File: src/rtl/stq_pkg.sv
// Shared store-queue constants and index/data types.
package stq_pkg;
    localparam int STQ_DEPTH   = 64;
    localparam int STQ_AW      = $clog2(STQ_DEPTH);
    localparam int STQ_ADATA_W = 5;

    typedef logic [STQ_AW-1:0]      wq_t;
    typedef logic [STQ_ADATA_W-1:0] adata_t;
endpackage

File: src/rtl/stq_popcnt.sv
// Combinational population count of an N-bit vector into $clog2(N)+1 bits.
module stq_popcnt #(
    parameter int N = 64
) (
    input  logic [N-1:0]         vec,
    output logic [$clog2(N):0]   cnt
);
    localparam int CW = $clog2(N) + 1;

    always_comb begin
        cnt = '0;
        for (int i = 0; i < N; i++) cnt = cnt + CW'(vec[i]);
    end
endmodule

File: src/rtl/stq_adata_mp.sv
// Multi-port WQ-indexed adata side table with valid tracking, occupancy count and collision flag.
// Optional same-cycle write-to-read bypass enabled by defining STQ_ADATA_BYPASS_EN.
module stq_adata_mp
    import stq_pkg::*;
#(
    parameter int DEPTH = STQ_DEPTH,
    parameter int AW    = $clog2(DEPTH),
    parameter int DW    = STQ_ADATA_W,
    parameter int NWR   = 2,
    parameter int NRD   = 2
) (
    input  logic              clk,
    input  logic              rst,
    input  logic [NWR-1:0]    wrt_en,
    input  logic [NWR*AW-1:0] wrt_WQ,
    input  logic [NWR*DW-1:0] wrt_adata,
    input  logic [NRD*AW-1:0] upd_WQ,
    output logic [NRD*DW-1:0] upd_adata,
    output logic [NRD-1:0]    upd_vld,
    input  logic              inv_en,
    input  logic [AW-1:0]     inv_WQ,
    input  logic              flush,
    output logic [AW:0]       vld_cnt,
    output logic              collide
);
    logic [DW-1:0]             mem [DEPTH];
    logic [DEPTH-1:0]          vld, vld_nxt;
    logic [AW:0]               cnt_nxt;
    logic                      collide_nxt;
    logic [NWR-1:0][AW-1:0]    wq;
    logic [NWR-1:0][DW-1:0]    wd;
    logic [NRD-1:0][AW-1:0]    rq;
    logic [NRD-1:0][DW-1:0]    rd;
    logic [NRD-1:0]            rv;

    assign wq        = wrt_WQ;
    assign wd        = wrt_adata;
    assign rq        = upd_WQ;
    assign upd_adata = rd;
    assign upd_vld   = rv;

    // Flush, then invalidate, then writes: a write always leaves its entry valid.
    always_comb begin
        vld_nxt = flush ? '0 : vld;
        if (inv_en) vld_nxt[inv_WQ] = 1'b0;
        for (int p = 0; p < NWR; p++)
            if (wrt_en[p]) vld_nxt[wq[p]] = 1'b1;
    end

    always_comb begin
        collide_nxt = 1'b0;
        for (int p = 0; p < NWR; p++)
            for (int q = p + 1; q < NWR; q++)
                if (wrt_en[p] && wrt_en[q] && wq[p] == wq[q]) collide_nxt = 1'b1;
    end

    // Descending port order so port 0's assignment lands last and wins.
    always_ff @(posedge clk) begin
        for (int p = NWR - 1; p >= 0; p--)
            if (wrt_en[p]) mem[wq[p]] <= wd[p];
    end

    stq_popcnt #(.N(DEPTH)) u_popcnt (
        .vec (vld_nxt),
        .cnt (cnt_nxt)
    );

    always_ff @(posedge clk or posedge rst) begin
        if (rst) begin
            vld     <= '0;
            vld_cnt <= '0;
            collide <= 1'b0;
        end else begin
            vld     <= vld_nxt;
            vld_cnt <= cnt_nxt;
            collide <= collide_nxt;
        end
    end

    always_comb begin
        for (int r = 0; r < NRD; r++) begin
            rd[r] = mem[rq[r]];
            rv[r] = vld[rq[r]];
`ifdef STQ_ADATA_BYPASS_EN
            for (int p = NWR - 1; p >= 0; p--)
                if (wrt_en[p] && wq[p] == rq[r]) begin
                    rd[r] = wd[p];
                    rv[r] = 1'b1;
                end
`endif
            if (rst) rv[r] = 1'b0;
        end
    end
endmodule
File: config.mk
export PLATFORM = sky130hd
export DESIGN_NAME = stq_adata_mp
export DESIGN_NICKNAME = d
export VERILOG_FILES = /design/src/rtl/stq_pkg.sv /design/src/rtl/stq_popcnt.sv /design/src/rtl/stq_adata_mp.sv
export SDC_FILE = /design/constraint.sdc
export NUM_CORES = 1
export LEC_CHECK = 0
export CAP_MARGIN = 20
export CORE_UTILIZATION = 50
export CTS_CLUSTER_SIZE = 24
export DETAILED_ROUTE_END_ITERATION = 12
export PLACE_DENSITY = 0.78
export SYNTH_ARGS = -nofsm -noshare
export SYNTH_HDL_FRONTEND = slang
export SYNTH_SLANG_ARGS = --single-unit
File: constraint.sdc
create_clock -name clk -period 8.69 [get_ports clk]
set_clock_uncertainty 0.2 [all_clocks]
set_input_delay 2.607 -clock clk [delete_from_list [all_inputs] [get_ports clk]]
set_output_delay 2.607 -clock clk [all_outputs]
set_load 0.005 [all_outputs]
==> impl_results.md, run 1 <==
- Nets: ~2200
- Top cell type's share of synthesized area: between 30% and 40%
- Post-synth EDFFs: 320
- Share of cells above drive strength 1: between 50% and 60%
- Wire per inst: 32.2 um
- Count leader, synth: mux2_2
- Largest net degree at the start of global routing: 65
- Synth warn: 0
- Number of global-route vias before repair: 19600
- Max transition margin: between 20% and 30%
- Setup crit end kind: flop
- Max cap viols: 0
- Antenna-violating nets left: 0
- Worst reg-to-reg path cell count: 20
- Critical Path AT: 8970 ps
- Ports: between 60 and 70
- Clock latency on the worst-skew pair: around 600 ps
- Pre-CTS setup slack: -1160 ps
- R2R setup slack: between 2000 and 2500 ps
- Final Hold Fails: 0
- Min-delay worst type: flop to flop
- DRC violations left: 0
- Die extent in x: about 230 um
- Fmax: between 0.1 and 0.15 GHz
- Setup TNS: 0 ps
- Power Dens Cells: roughly 160 nW/um^2
- Rows: between 80 and 90
- Routability cong.: approximately 1.1
- Sequential area share after synthesis: 45.2%
- Post-layout util: approximately 62%
- Synth area leaders: edfxtp_1 (38%), mux4_2 (17%), mux2_2 (15%), dfrtp_1 (7.1%), fa_1 (4.3%)
- Clk root buf: clkbuf_16
- Total global routing overflow: 0
- TritonCTS clock tree: yes
- Synthesis-stage register bit count: just under 400
- GRT Total Usage: around 36%
- CTS Hold Bufs: 0
- P_leak: roughly 11 nW
- DR vias/cell: 7.06
- Synthesized area: roughly 25000 um^2
- Avg Synthesized Cell Area: ~14 um^2
- Max VDD drop: approximately 130 uV
- Reg2reg end: vld_cnt[6]
- Final worst-path cycle share: approximately 100%
- Fill count: approximately 3600
- Post-Syn Nets: between 1500 and 2000
- Hold Path Origin: vld[42]
- Worst setup SP type: input pin
- Via count: ~20000
- Synth Flop Type: edfxtp_1
- Port Buffer Count: 65
- Htree depth: 2
- Mapped Cells: approximately 1800
- Core footprint: 49400 um^2
- Worst slew pin tran: 1120 ps
- Post-synth cell types: 58
- Worst Path Max Fanout: 4
- Clk sinks: 392
- Worst endpoint required time: around 9000 ps
- Post-synth top cells: mux2_2 (330), edfxtp_1 (320), mux4_2 (188)
- Hold path cells: 1
- Worst-path clk slew: 60 ps
- Synth area leader: edfxtp_1
- Critical path start-end classification: input pin to flop
- First-pass GRT wire length: 131000 um
- Fin crit period: 8670 ps
- Start of the worst register-to-register path: vld[0]
- Asr flop ratio synth: 18.4%
- Worst hold endpoint: vld[42]
- Drt first-iter violations: 3050
- Max Slew Vio Count: 0
- Total CTS buffers: 43
- Syn-to-layout area delta: 21.7%
- Die H: around 230 um
- Total Routed Length: about 90000 um
- Setup violations, final: 0
- Setup ws final: approximately 17 ps
- Status: finished, final reports clean
- RSZ-0062 raised after global routing: true
- Final HPWL DP: approximately 63000 um
- TritonRoute pass-1 iters: 6
- Post-layout power: between 0.004 and 0.005 W
- Full die area: about 51000 um^2
- Initial Util: 51.1%
- Initial antenna violation count: 5
- Min Hold Slack: ~370 ps
- Maximum root-to-sink buffer count: 3
layout by cell type, fill, tap and decap left out, types with 47 or more instances in the layout:
| cell | n |
|---|---|
| mux2_2 | 330 |
| dfrtp_1 | 72 |
| o22ai_1 | 52 |
| buf_4 | 294 |
| a31o_2 | 47 |
| mux4_2 | 188 |
| edfxtp_1 | 320 |
| nor2_1 | 73 |
| nand2_1 | 95 |
| inv_1 | 62 |
repair_timing:
| item | CTS | global route |
|---|---|---|
| setup endpoints to repair | 6 | 5 |
| pin swaps | 39 | 39 |
| resized for setup | 143 | 82 |
| buffers inserted | 18 | 11 |
| gates cloned | 3 | 0 |
layout make-up:
type / instances / area [um^2] / share of cell area [%]
Antenna cell: 2 / 5.00 / 0.0163
Clock buffer: 55 / 1190 / 3.89
Clock inverter: 24 / 258 / 0.839
Inverter: 72 / 275 / 0.896
Multi-Input combinational cell: 1185 / 13500 / 43.8
Sequential cell: 392 / 11400 / 37.1
Tap cell: 664 / 831 / 2.70
Timing Repair Buffer: 391 / 3280 / 10.7
registers in the layout, summed over array words and instances (netlist names):
name     flops
vld_cnt      7
mem        320
vld         64
collide      1
cell families after synthesis:
family / after synthesis / synth area share (%)
AOI/OAI and AO/OA: 258 / 7.21
xor gates and xnor gates: 10 / 0.347
adders and majority gates: 70 / 5.08
buffers and inverters: 237 / 4.27
DFF: 392 / 45.2
muxes: 530 / 32.0
and+or+nand+nor: 317 / 5.91
worst max-delay path by stage:
stage	from	endpoint	slack, ps	depth (start not counted)
2_1_floorplan	wrt_WQ[11]	vld_cnt[6]	-410	24
3_3_place_gp	wrt_WQ[9]	vld_cnt[6]	-1080	23
3_5_place_dp	wrt_WQ[9]	vld_cnt[6]	-1160	23
4_1_cts	wrt_en[0]	vld_cnt[5]	-80	23
5_1_grt	inv_WQ[1]	vld_cnt[5]	-130	26
6_report	wrt_WQ[11]	vld_cnt[6]	20	24
metal layers:
metal / wire length [um] / share of wire (%) / up-vias / track usage, %
li1: - / - / 7688 / -
met2: 39900 / 45 / 1735 / 53.5
met3: 13400 / 15 / 382 / 12.9
met4: 5690 / 6.3 / 2 / 18.4
met1: 30700 / 34 / 9854 / 45.1
met5: 13 / 0.014 / - / 0
per-stage QoR:
| stage | std cells | instance area (um^2) |
|---|---|---|
| 4_1_cts | 2771 | 30300 |
| 5_1_grt | 2784 | 30700 |
| 3_3_place_gp | 2672 | 28400 |
| 2_1_floorplan | 1814 | 25500 |
| 3_5_place_dp | 2672 | 28400 |
| 6_report | 2785 | 30700 |
where the power goes:
| group | switching [W] | internal (W) | leakage [nW] | total (W) |
|---|---|---|---|---|
| clock | 0.000809 | 0.00110 | 0.702 | 0.00191 |
| sequential | 0.0000203 | 0.00207 | 3.88 | 0.00209 |
| combinational | 0.000461 | 0.000388 | 6.60 | 0.000849 |
| total | 0.00129 | 0.00356 | 11.2 | 0.00485 |
worst max-delay path, stage by stage:
cell      delay [ps]
buf_4            140
buf_4            140
nand3b_1         290
buf_6            220
o22ai_4          150
a31o_4           140
inv_2             40
fa_1             590
fa_2             460
fa_2             540
inv_2             40
fa_2             530
fa_2             460
fa_2             560
fa_1             430
fa_1             520
fa_2             210
inv_2             40
fa_2             340
inv_2             50
a21oi_1           50
o21bai_1         210
a21oi_1           90
o21bai_1         120
Note: power is estimated with default switching activity, not from simulation.
==> run 2: changes to the inputs <==
--- a/config.mk
+++ b/config.mk
@@ -5,11 +5,11 @@
 export SDC_FILE = /design/constraint.sdc
 export NUM_CORES = 1
 export LEC_CHECK = 0
-export CAP_MARGIN = 20
 export CORE_UTILIZATION = 50
 export CTS_CLUSTER_SIZE = 24
 export DETAILED_ROUTE_END_ITERATION = 12
 export PLACE_DENSITY = 0.78
+export RECOVER_POWER = 100
 export SYNTH_ARGS = -nofsm -noshare
 export SYNTH_HDL_FRONTEND = slang
 export SYNTH_SLANG_ARGS = --single-unit
==> run 2 against run 1 <==
Non-clock buffer count decreased by 1. The run now ends with capacitance limit, slew limit left. Routed wire length decreased by 0.12%. Final cell count barely moved.
==> impl_results.md, run 2 (synthesized netlist as in run 1, its figures left out) <==
- Status: complete, but fails checks
- Failing checks: capacitance limit, slew limit
- Ports: between 60 and 70
- GRT Total Usage: 35.6%
- Number of global-route vias before repair: roughly 20000
- Min-delay worst type: flop to flop
- Max reg flops: 320
- Cell area after layout: ~30000 um^2
- Combinational power share: around 18%
- Clk pwr share: 39.4%
- Worst-path clk slew: roughly 60 ps
- Clk root buf: clkbuf_16
- Max cap viols: 1
- Setup crit end kind: flop
- Internal power: between 0.003 and 0.004 W
- Worst endpoint required time: approximately 9000 ps
- Routability cong.: between 1 and 1.5
- Leading cell type in the layout, fill and taps excluded: mux2_2
- Max transition margin: -13.0%
- Share of cells above drive strength 1: about 53%
- DRC violations left: 0
- Final HPWL DP: ~63000 um
- Fmax: roughly 0.12 GHz
- Clk sinks: roughly 390
- Core footprint: a little under 50000 um^2
- RSZ-0062 raised after global routing: true
- Worst slew pin tran: around 1700 ps
- Final Hold Fails: 0
- Reg power frac: 43.1%
- Nets: between 2000 and 2500
- P_leak: approximately 11 nW
- Htree depth: 2
- Port Buffer Count: 65
- Critical path start-end classification: input pin to flop
- Wire per inst: between 30 and 40 um
- Antenna-violating nets left: 0
- Clock latency on the worst-skew pair: just under 600 ps
- Fill count: about 3600
- DR vias/cell: 7.05
- Setup violations, final: 0
- Drt first-iter violations: 3176
- Worst setup SP type: input pin
- Crit path from: wrt_WQ[11]
- Total Routed Length: roughly 90000 um
- TritonCTS clock tree: yes
- First-pass GRT wire length: ~130000 um
- Die extent in x: between 200 and 250 um
- TritonRoute pass-1 iters: 6
- Commonest cells after routing, fill and taps aside: mux2_2 (330), edfxtp_1 (320), buf_4 (292)
- Max Slew Vio Count: 30
- Start of the worst register-to-register path: vld[0]
- Max VDD drop: 130 uV
- Switching Share: 26.6%
- Full die area: slightly above 50000 um^2
- Placed Area: between 20000 and 30000 um^2
- Final worst-path cycle share: between 90% and 100%
- Post-layout util: 62.2%
- CTS Hold Bufs: 0
- Syn-to-layout area delta: 21.7%
- Worst Path Max Fanout: 4
- Critical Path AT: approximately 9000 ps
- Die H: 227 um
- Fin crit period: 8680 ps
- Initial Util: 51.1%
- Post-route insts no fill: between 2000 and 3000
- Rows: 81
- Switching Power: 0.00129 W
- Placed insts: between 2000 and 3000
- Total global routing overflow: 0
- Largest net degree at the start of global routing: between 60 and 70
- Total CTS buffers: 43
- Initial antenna violation count: 5
- Via count: between 15000 and 20000
- Power Dens Cells: roughly 160 nW/um^2
- Maximum root-to-sink buffer count: 3
- Hold Path Origin: vld[42]
## run 2: path summary, 6_finish.rpt
check | endpoint | slack, ps | depth (start not counted)
min in group asynchronous | vld[29] | 2660 | 3
max | vld_cnt[6] | 7 | 24
max reg2reg | vld_cnt[6] | 2310 | 20
max in group asynchronous | vld[23] | 4210 | 3
min reg2reg | vld[42] | 370 | 1
min | vld[42] | 370 | 1
## run 2: stage by stage
stage	setup TNS [ps]	total power [W]	hold WS [ps]	worst slack (ps)
3_5_place_dp	-6520	0.00291	353	-1160
4_1_cts	-144	0.00482	361	-77.1
6_report	0	0.00485	367	7.42
2_1_floorplan	-1400	0.00261	317	-413
3_3_place_gp	-5980	0.00290	331	-1080
5_1_grt	-390	0.00497	382	-130
## run 2: critical path: stages
cell and delay [ps]:
buf_4 140, buf_4 140, nand3b_1 280, buf_6 210
o22ai_4 160, a31o_4 140, inv_2 40, fa_1 600
fa_2 470, fa_2 540, inv_2 40, fa_2 530
fa_2 460, fa_2 560, fa_1 430, fa_1 520
fa_2 210, inv_2 40, fa_2 340, inv_2 50
a21oi_1 50, o21bai_1 210, a21oi_1 90, o21bai_1 120
## run 2: power groups by stage
| stage | registers [W] | clock network (W) | logic (W) |
|---|---|---|---|
| 2_1_floorplan | 0.00212 | 0 | 0.000483 |
| 6_report | 0.00209 | 0.00191 | 0.000849 |
| 5_1_grt | 0.00209 | 0.00198 | 0.000894 |
| 3_5_place_dp | 0.00213 | 0 | 0.000785 |
| 3_3_place_gp | 0.00213 | 0 | 0.000770 |
| 4_1_cts | 0.00209 | 0.00191 | 0.000819 |
## run 2: timing repair
item / 4_1_cts / 5_1_grt
hold endpoints to repair: 0 / 0
buffers inserted: 18 / 11
setup endpoints to repair: 6 / 5
pin swaps: 39 / 39
resized for setup: 143 / 82
cloned: 3 / 0
## run 2: layer usage
layer	routed length (um)	vias up	track usage, %	part of all wire, %
li1	-	7679	-	-
met1	30300	9777	45.1	34
met2	39800	1769	53.5	44
met3	13700	396	12.9	15
met4	5780	2	18.4	6.4
met5	13	-	0	0.015
## run 2: layout make-up
class                   count  area, um^2  area share, %
multi-input cells        1185       13500           43.8
inverters                  72         275          0.896
diodes                      2        5.00         0.0163
clock inverters            24         258          0.839
repair buffers            390        3270           10.6
flip-flops and latches    392       11400           37.2
clock buffers              55        1190           3.89
well taps                 664         831           2.71
